[config.mk]
export PLATFORM = sky130hd
export DESIGN_NAME = arcabuco_memory_stage
export DESIGN_NICKNAME = d
export VERILOG_FILES = /design/src/rtl/arcabuco_memory_stage.sv
export SDC_FILE = /design/constraint.sdc
export NUM_CORES = 1
export LEC_CHECK = 0
export ABC_AREA = 1
export CELL_PAD_IN_SITES_DETAIL_PLACEMENT = 1
export CELL_PAD_IN_SITES_GLOBAL_PLACEMENT = 1
export CORE_ASPECT_RATIO = 1.4
export CORE_MARGIN = 10
export CORE_UTILIZATION = 33
export DETAILED_ROUTE_END_ITERATION = 8
export PLACE_DENSITY = 0.9
export SYNTH_ARGS = -nofsm -noshare
export SYNTH_HDL_FRONTEND = slang
export SYNTH_SLANG_ARGS = --single-unit
export TNS_END_PERCENT = 1
[constraint.sdc]
create_clock -name clock -period 3.9 [get_ports clock]
set_input_delay 0.39 -clock clock [delete_from_list [all_inputs] [get_ports clock]]
set_output_delay 0.39 -clock clock [all_outputs]
set_load 0.02 [all_outputs]
[src/rtl/arcabuco_memory_stage.sv]
// arcabuco_memory_stage: MEM stage that runs data bus transactions, aligns loads and forwards results.
// Define MEMSTAGE_MISALIGN_TRAP_EN to trap misaligned half/word accesses instead of issuing them.
module arcabuco_memory_stage #(
  parameter int XLEN = 32,
  parameter int REGADDR_W = 5
) (
  input  logic                 clock,
  input  logic                 rst,
  input  logic                 ex_valid,
  output logic                 ex_ready,
  input  logic [XLEN-1:0]      ex_result,
  input  logic [XLEN-1:0]      ex_store_data,
  input  logic [3:0]           ex_mem_op,
  input  logic [REGADDR_W-1:0] ex_rd,
  input  logic                 ex_rd_we,
  output logic                 dmem_req,
  output logic                 dmem_we,
  output logic [XLEN-1:0]      dmem_addr,
  output logic [3:0]           dmem_be,
  output logic [XLEN-1:0]      dmem_wdata,
  input  logic                 dmem_gnt,
  input  logic                 dmem_rvalid,
  input  logic [XLEN-1:0]      dmem_rdata,
  output logic                 wb_valid,
  output logic [XLEN-1:0]      wb_data,
  output logic [REGADDR_W-1:0] wb_rd,
  output logic                 wb_we,
  output logic [XLEN-1:0]      fw_mem,
  output logic                 misalign
);
  typedef enum logic [1:0] {IDLE, REQ, WAIT_R} state_t;
  state_t state, state_nx;
  logic [XLEN-1:0] addr_q, sdata_q, wb_data_q, rshift, load_val;
  logic [3:0] op_q;
  logic [REGADDR_W-1:0] rd_q, wb_rd_q;
  logic rd_we_q, wb_valid_q, wb_we_q, mis_q;
  logic in_mem, in_mis, q_byte, q_half, q_store, q_signed;
  logic [1:0] off;
  assign in_mem = ex_mem_op >= 4'd1 && ex_mem_op <= 4'd8;
`ifdef MEMSTAGE_MISALIGN_TRAP_EN
  assign in_mis = ((ex_mem_op == 4'd2 || ex_mem_op == 4'd5 || ex_mem_op == 4'd7) && ex_result[0]) ||
                  ((ex_mem_op == 4'd3 || ex_mem_op == 4'd8) && ex_result[1:0] != 2'b00);
`else
  assign in_mis = 1'b0;
`endif
  assign q_byte   = op_q == 4'd1 || op_q == 4'd4 || op_q == 4'd6;
  assign q_half   = op_q == 4'd2 || op_q == 4'd5 || op_q == 4'd7;
  assign q_store  = op_q == 4'd6 || op_q == 4'd7 || op_q == 4'd8;
  assign q_signed = op_q == 4'd1 || op_q == 4'd2;
  // Halves and words ignore the low address bits that would make them misaligned.
  assign off = q_byte ? addr_q[1:0] : q_half ? {addr_q[1], 1'b0} : 2'b00;
  assign rshift = dmem_rdata >> {off, 3'b000};
  assign load_val = q_byte ? {{24{q_signed & rshift[7]}}, rshift[7:0]} :
                    q_half ? {{16{q_signed & rshift[15]}}, rshift[15:0]} : dmem_rdata;
  assign ex_ready   = state == IDLE;
  assign dmem_req   = state == REQ;
  assign dmem_we    = dmem_req & q_store;
  assign dmem_addr  = dmem_req ? {addr_q[XLEN-1:2], 2'b00} : '0;
  assign dmem_be    = !dmem_req ? 4'b0000 : q_byte ? 4'b0001 << off : q_half ? 4'b0011 << off : 4'b1111;
  assign dmem_wdata = !dmem_req ? '0 : q_byte ? {4{sdata_q[7:0]}} : q_half ? {2{sdata_q[15:0]}} : sdata_q;
  assign wb_valid = wb_valid_q;
  assign wb_data  = wb_data_q;
  assign wb_rd    = wb_rd_q;
  assign wb_we    = wb_valid_q & wb_we_q;
  assign fw_mem   = wb_data_q;
  assign misalign = mis_q;
  always_comb begin
    state_nx = state == IDLE ? ((ex_valid && in_mem && !in_mis) ? REQ : IDLE) :
               state == REQ ? (dmem_gnt ? WAIT_R : REQ) :
               state == WAIT_R ? (dmem_rvalid ? IDLE : WAIT_R) : IDLE;
  end
  always_ff @(posedge clock or negedge rst) begin
    if (!rst) begin
      state      <= IDLE;
      addr_q     <= '0;
      sdata_q    <= '0;
      op_q       <= '0;
      rd_q       <= '0;
      rd_we_q    <= 1'b0;
      wb_valid_q <= 1'b0;
      wb_data_q  <= '0;
      wb_rd_q    <= '0;
      wb_we_q    <= 1'b0;
      mis_q      <= 1'b0;
    end else begin
      state      <= state_nx;
      wb_valid_q <= 1'b0;
      mis_q      <= 1'b0;
      if (state == IDLE && ex_valid) begin
        addr_q  <= ex_result;
        sdata_q <= ex_store_data;
        op_q    <= ex_mem_op;
        rd_q    <= ex_rd;
        rd_we_q <= ex_rd_we;
        if (!in_mem || in_mis) begin
          wb_valid_q <= 1'b1;
          wb_data_q  <= ex_result;
          wb_rd_q    <= ex_rd;
          wb_we_q    <= ex_rd_we & !in_mis;
          mis_q      <= in_mis;
        end
      end
      if (state == WAIT_R && dmem_rvalid) begin
        wb_valid_q <= 1'b1;
        wb_rd_q    <= rd_q;
        wb_we_q    <= rd_we_q & !q_store;
        if (!q_store) wb_data_q <= load_val;
      end
    end
  end
endmodule

==> impl_metrics.env <==
export IMPL_power_density_nw_per_um2=753
export IMPL_antenna_found_initial=4
export IMPL_synthMuxAreaShare_pct=0
export IMPL_grt_ovfl_total=0
export IMPL_outcome="finished clean"
export IMPL_cts_tree="yes"
export IMPL_ys_top_cells_by_count="307 x nand2_1, 115 x dfrtp_1, 91 x inv_1, 83 x nor2_1, 80 x o21ai_0"
export IMPL_hold_buffers=0
export IMPL_synth_simple_area_share_pct=29.2
export IMPL_gp_congestion=0.830
export IMPL_vdd_drop_max_mv=0.299
export IMPL_cp_arrival_ns=2.83
export IMPL_post_synth_cell_area_avg_um2=7.15
export IMPL_synthCells=901
export IMPL_max_cap_violations=0
export IMPL_synth_top_cell_by_area="dfrtp_1"
export IMPL_first_pass_iters=4
export IMPL_clk_pin_slew_worst_paths_ns=0.06
export IMPL_nNetsFinal=1210
export IMPL_wl_mm=25.8
export IMPL_power_frac_comb_pct=48.8
export IMPL_synth_main_ff_cell="dfrtp_1"
export IMPL_p_int_w=0.00409
export IMPL_p_seq_share_pct=28.2
export IMPL_timing_fmax_mhz=310
export IMPL_skew_ns=0.0107
export IMPL_core_area_um2=19200
export IMPL_cp_required_ns=3.51
export IMPL_p_total_w=0.00712
export IMPL_ios=254
export IMPL_via_count=6682
export IMPL_drive_gt1_share_pct=6.38
export IMPL_synth_area_leaders="dfrtp_1 45%, nand2_1 18%, o21ai_0 6.2%"
export IMPL_synth_top_family_by_area="simple AND/OR/NAND/NOR gates"
export IMPL_fin_crit_sh_pct=82.7
export IMPL_crit_slowest_cell="inv_2"
export IMPL_cp_common_cell="buf_4"
export IMPL_critPathKind="flip-flop to output pin"
export IMPL_netSwitchingFraction_pct=42.5
export IMPL_critPathLaunchType="flip-flop"
export IMPL_drt_iter0_drc=276
export IMPL_yosys_area_share_xor_xnor_pct=0
export IMPL_synth_async_reset_ratio_pct=100
export IMPL_synth_fa_ha_area_share_pct=0
export IMPL_synth_edff_count=0
export IMPL_drc_errors=0
export IMPL_cts_made_buffers=17
export IMPL_multiInputGateArea_um2=2710
export IMPL_dp_final_hpwl_mm=19.9
export IMPL_synth_area_um2=6450
export IMPL_clkPwrFrac_pct=23.0
export IMPL_n_fill_cell=2388
export IMPL_clk_latency_ns=0.42
export IMPL_worst_pin_slew_ns=0.844
export IMPL_clockBufferDepth=2
export IMPL_synth_compound_area_share_pct=12.7
export IMPL_cts_resized_gates=0
export IMPL_grt_pass1_vias=7433
export IMPL_grt_first_pass_wirelength_mm=41.0
export IMPL_tns_ns=0
export IMPL_power_switching_w=0.00303
export IMPL_synth_warnings=0
export IMPL_r2r_setup_slack_ns=1.19
export IMPL_hp_class="input port to async pin"
export IMPL_final_seq_area_um2=2880
export IMPL_reg2reg_depth=7
export IMPL_cts_root_buf="clkbuf_16"
export IMPL_row_count=60
export IMPL_yosysSeqAreaShare_pct=44.6
export IMPL_rsz0062_at_grt="false"
export IMPL_path_buf_inv=5
export IMPL_fp_dieW_um=138
export IMPL_grt_use_total_pct=20.0
export IMPL_max_stage_delay_ns=0.58
export IMPL_cts_setup_buffers=0
export IMPL_min_period_ns=3.22
export IMPL_p_leak_nw=4.44
export IMPL_rr_startpoint="state[1]"
export IMPL_critPathTopFamily="buffers and inverters"
export IMPL_crit_chain="inv_1, nor2_1, buf_4, inv_2, buf_4, a21oi_1, clkdlybuf4s50_1"
export IMPL_detail_route_antenna_nets=0
export IMPL_regToRegEndpoint="fw_mem[14]"
export IMPL_finalSetupViolations=0
export IMPL_finalHoldViolations=0
export IMPL_netlist_area_leader_share_pct=44.6
export IMPL_synth_distinct_cells=29
export IMPL_yosysMostFrequentCell="nand2_1"
export IMPL_cp_max_fo=42
export IMPL_clock_sinks=115
export IMPL_cp_end_kind="output pin"
export IMPL_grt_max_degree=64
export IMPL_htreeDepth=4
export IMPL_slew_violations=0
export IMPL_area_growth_pct=46.8
export IMPL_wl_per_cell_um=18.9
export IMPL_via_per_inst=4.91
export IMPL_synth_seq_cells=115
export IMPL_dieArea_um2=25600
export IMPL_die_y_um=185
export IMPL_port_buffers=250
export IMPL_max_slew_margin_pct=43.7
export IMPL_start_util_pct=33.5
final cells by class:
type / instances / area share, %
diodes: 2 / 0.0529
clock buffers: 18 / 4.64
clock inverters: 14 / 1.88
inverters: 98 / 3.94
multi-input cells: 610 / 28.7
flip-flops and latches: 115 / 30.4
well taps: 248 / 3.28
repair buffers: 257 / 27.1
cell families (layout without fill, tap and decap cells):
logic type / after synthesis / in the layout
AND/OR/NAND/NOR: 451 / 451
AO/OA/AOI/OAI: 156 / 156
other: 1 / 5
flip-flops: 115 / 115
buffers and inverters: 178 / 387
per-layer routing:
layer | vias up | wire length [µm] | part of all wire (%) | GRT usage [%]
li1 | 3188 | - | - | -
met4 | 2 | 668 | 2.6 | 7.86
met3 | 47 | 2040 | 7.9 | 7.10
met2 | 203 | 13900 | 54 | 37.6
met5 | - | 13 | 0.050 | 0
met1 | 3242 | 9170 | 36 | 19.4
sequential cells by signal, summed over array words and instances (netlist names):
register,flops
op_q,4
wb_rd,5
addr_q,32
sdata_q,32
state,2
rd_q,5
fw_mem,32
rd_we_q,1
wb_we_q,1
wb_valid,1
worst max path at each step:
stage,from,end,slack [ns],cells past startpoint
5_1_grt,state[0],dmem_wdata[14],0.47,7
3_3_place_gp,ex_valid,fw_mem[7],1.09,7
6_report,state[0],dmem_wdata[14],0.68,7
4_1_cts,state[0],dmem_wdata[14],0.63,7
3_5_place_dp,ex_valid,fw_mem[24],1.0,8
2_1_floorplan,op_q[0],dmem_be[2],1.88,8
power by group through the flow:
stage          logic, W  clock network (W)  registers [W]
6_report        0.00347            0.00164        0.00201
3_3_place_gp    0.00341                  0        0.00200
4_1_cts         0.00354            0.00167        0.00201
3_5_place_dp    0.00351                  0        0.00203
5_1_grt         0.00379            0.00174        0.00207
2_1_floorplan   0.00193                  0        0.00215
worst register-to-register path, stage by stage, from the launching register on:
cell and delay (ns):
dfrtp_1 0.41, nor2_1 0.26, nand2_2 0.48, nor2_4 0.48
inv_2 0.42, o21ai_0 0.34, a21oi_1 0.09, nor2_1 0.16
placed cells by master, fill, tap and decap left out, types with 2 or more instances in the layout:
master / synthesis / routed
a21oi_1: 59 / 59
a31oi_1: 2 / 2
buf_4: 37 / 7
bufinv_16: 0 / 3
clkbuf_16: 0 / 17
clkdlybuf4s50_1: 0 / 249
clkinv_4: 0 / 4
clkinvlp_4: 0 / 4
conb_1: 1 / 3
dfrtp_1: 115 / 115
diode_2: 0 / 2
inv_1: 91 / 89
inv_2: 6 / 8
inv_6: 1 / 3
nand2_1: 307 / 306
nand2_2: 6 / 7
nand2_4: 4 / 4
nand2_8: 2 / 2
nand3_1: 25 / 25
nand3_2: 2 / 2
nand4_1: 14 / 14
nor2_1: 83 / 83
nor2_2: 4 / 4
nor2_4: 3 / 3
o211ai_1: 9 / 9
o21ai_0: 80 / 80
o21ai_1: 2 / 2
o31ai_1: 2 / 2
stage by stage:
step           area (µm²)  cells  hold WS [ns]  utilization [%]  setup WS [ns]
2_1_floorplan        6450    903        0.0944                -           1.88
3_3_place_gp         8840   1328         0.456             46.0           1.09
3_5_place_dp         8840   1328         0.464             46.0          0.996
4_1_cts              9460   1360        0.0465             49.2          0.625
5_1_grt              9460   1361        0.0619             49.2          0.469
6_report             9460   1362        0.0177             49.2          0.676
Power figures use the tool's default switching activity.
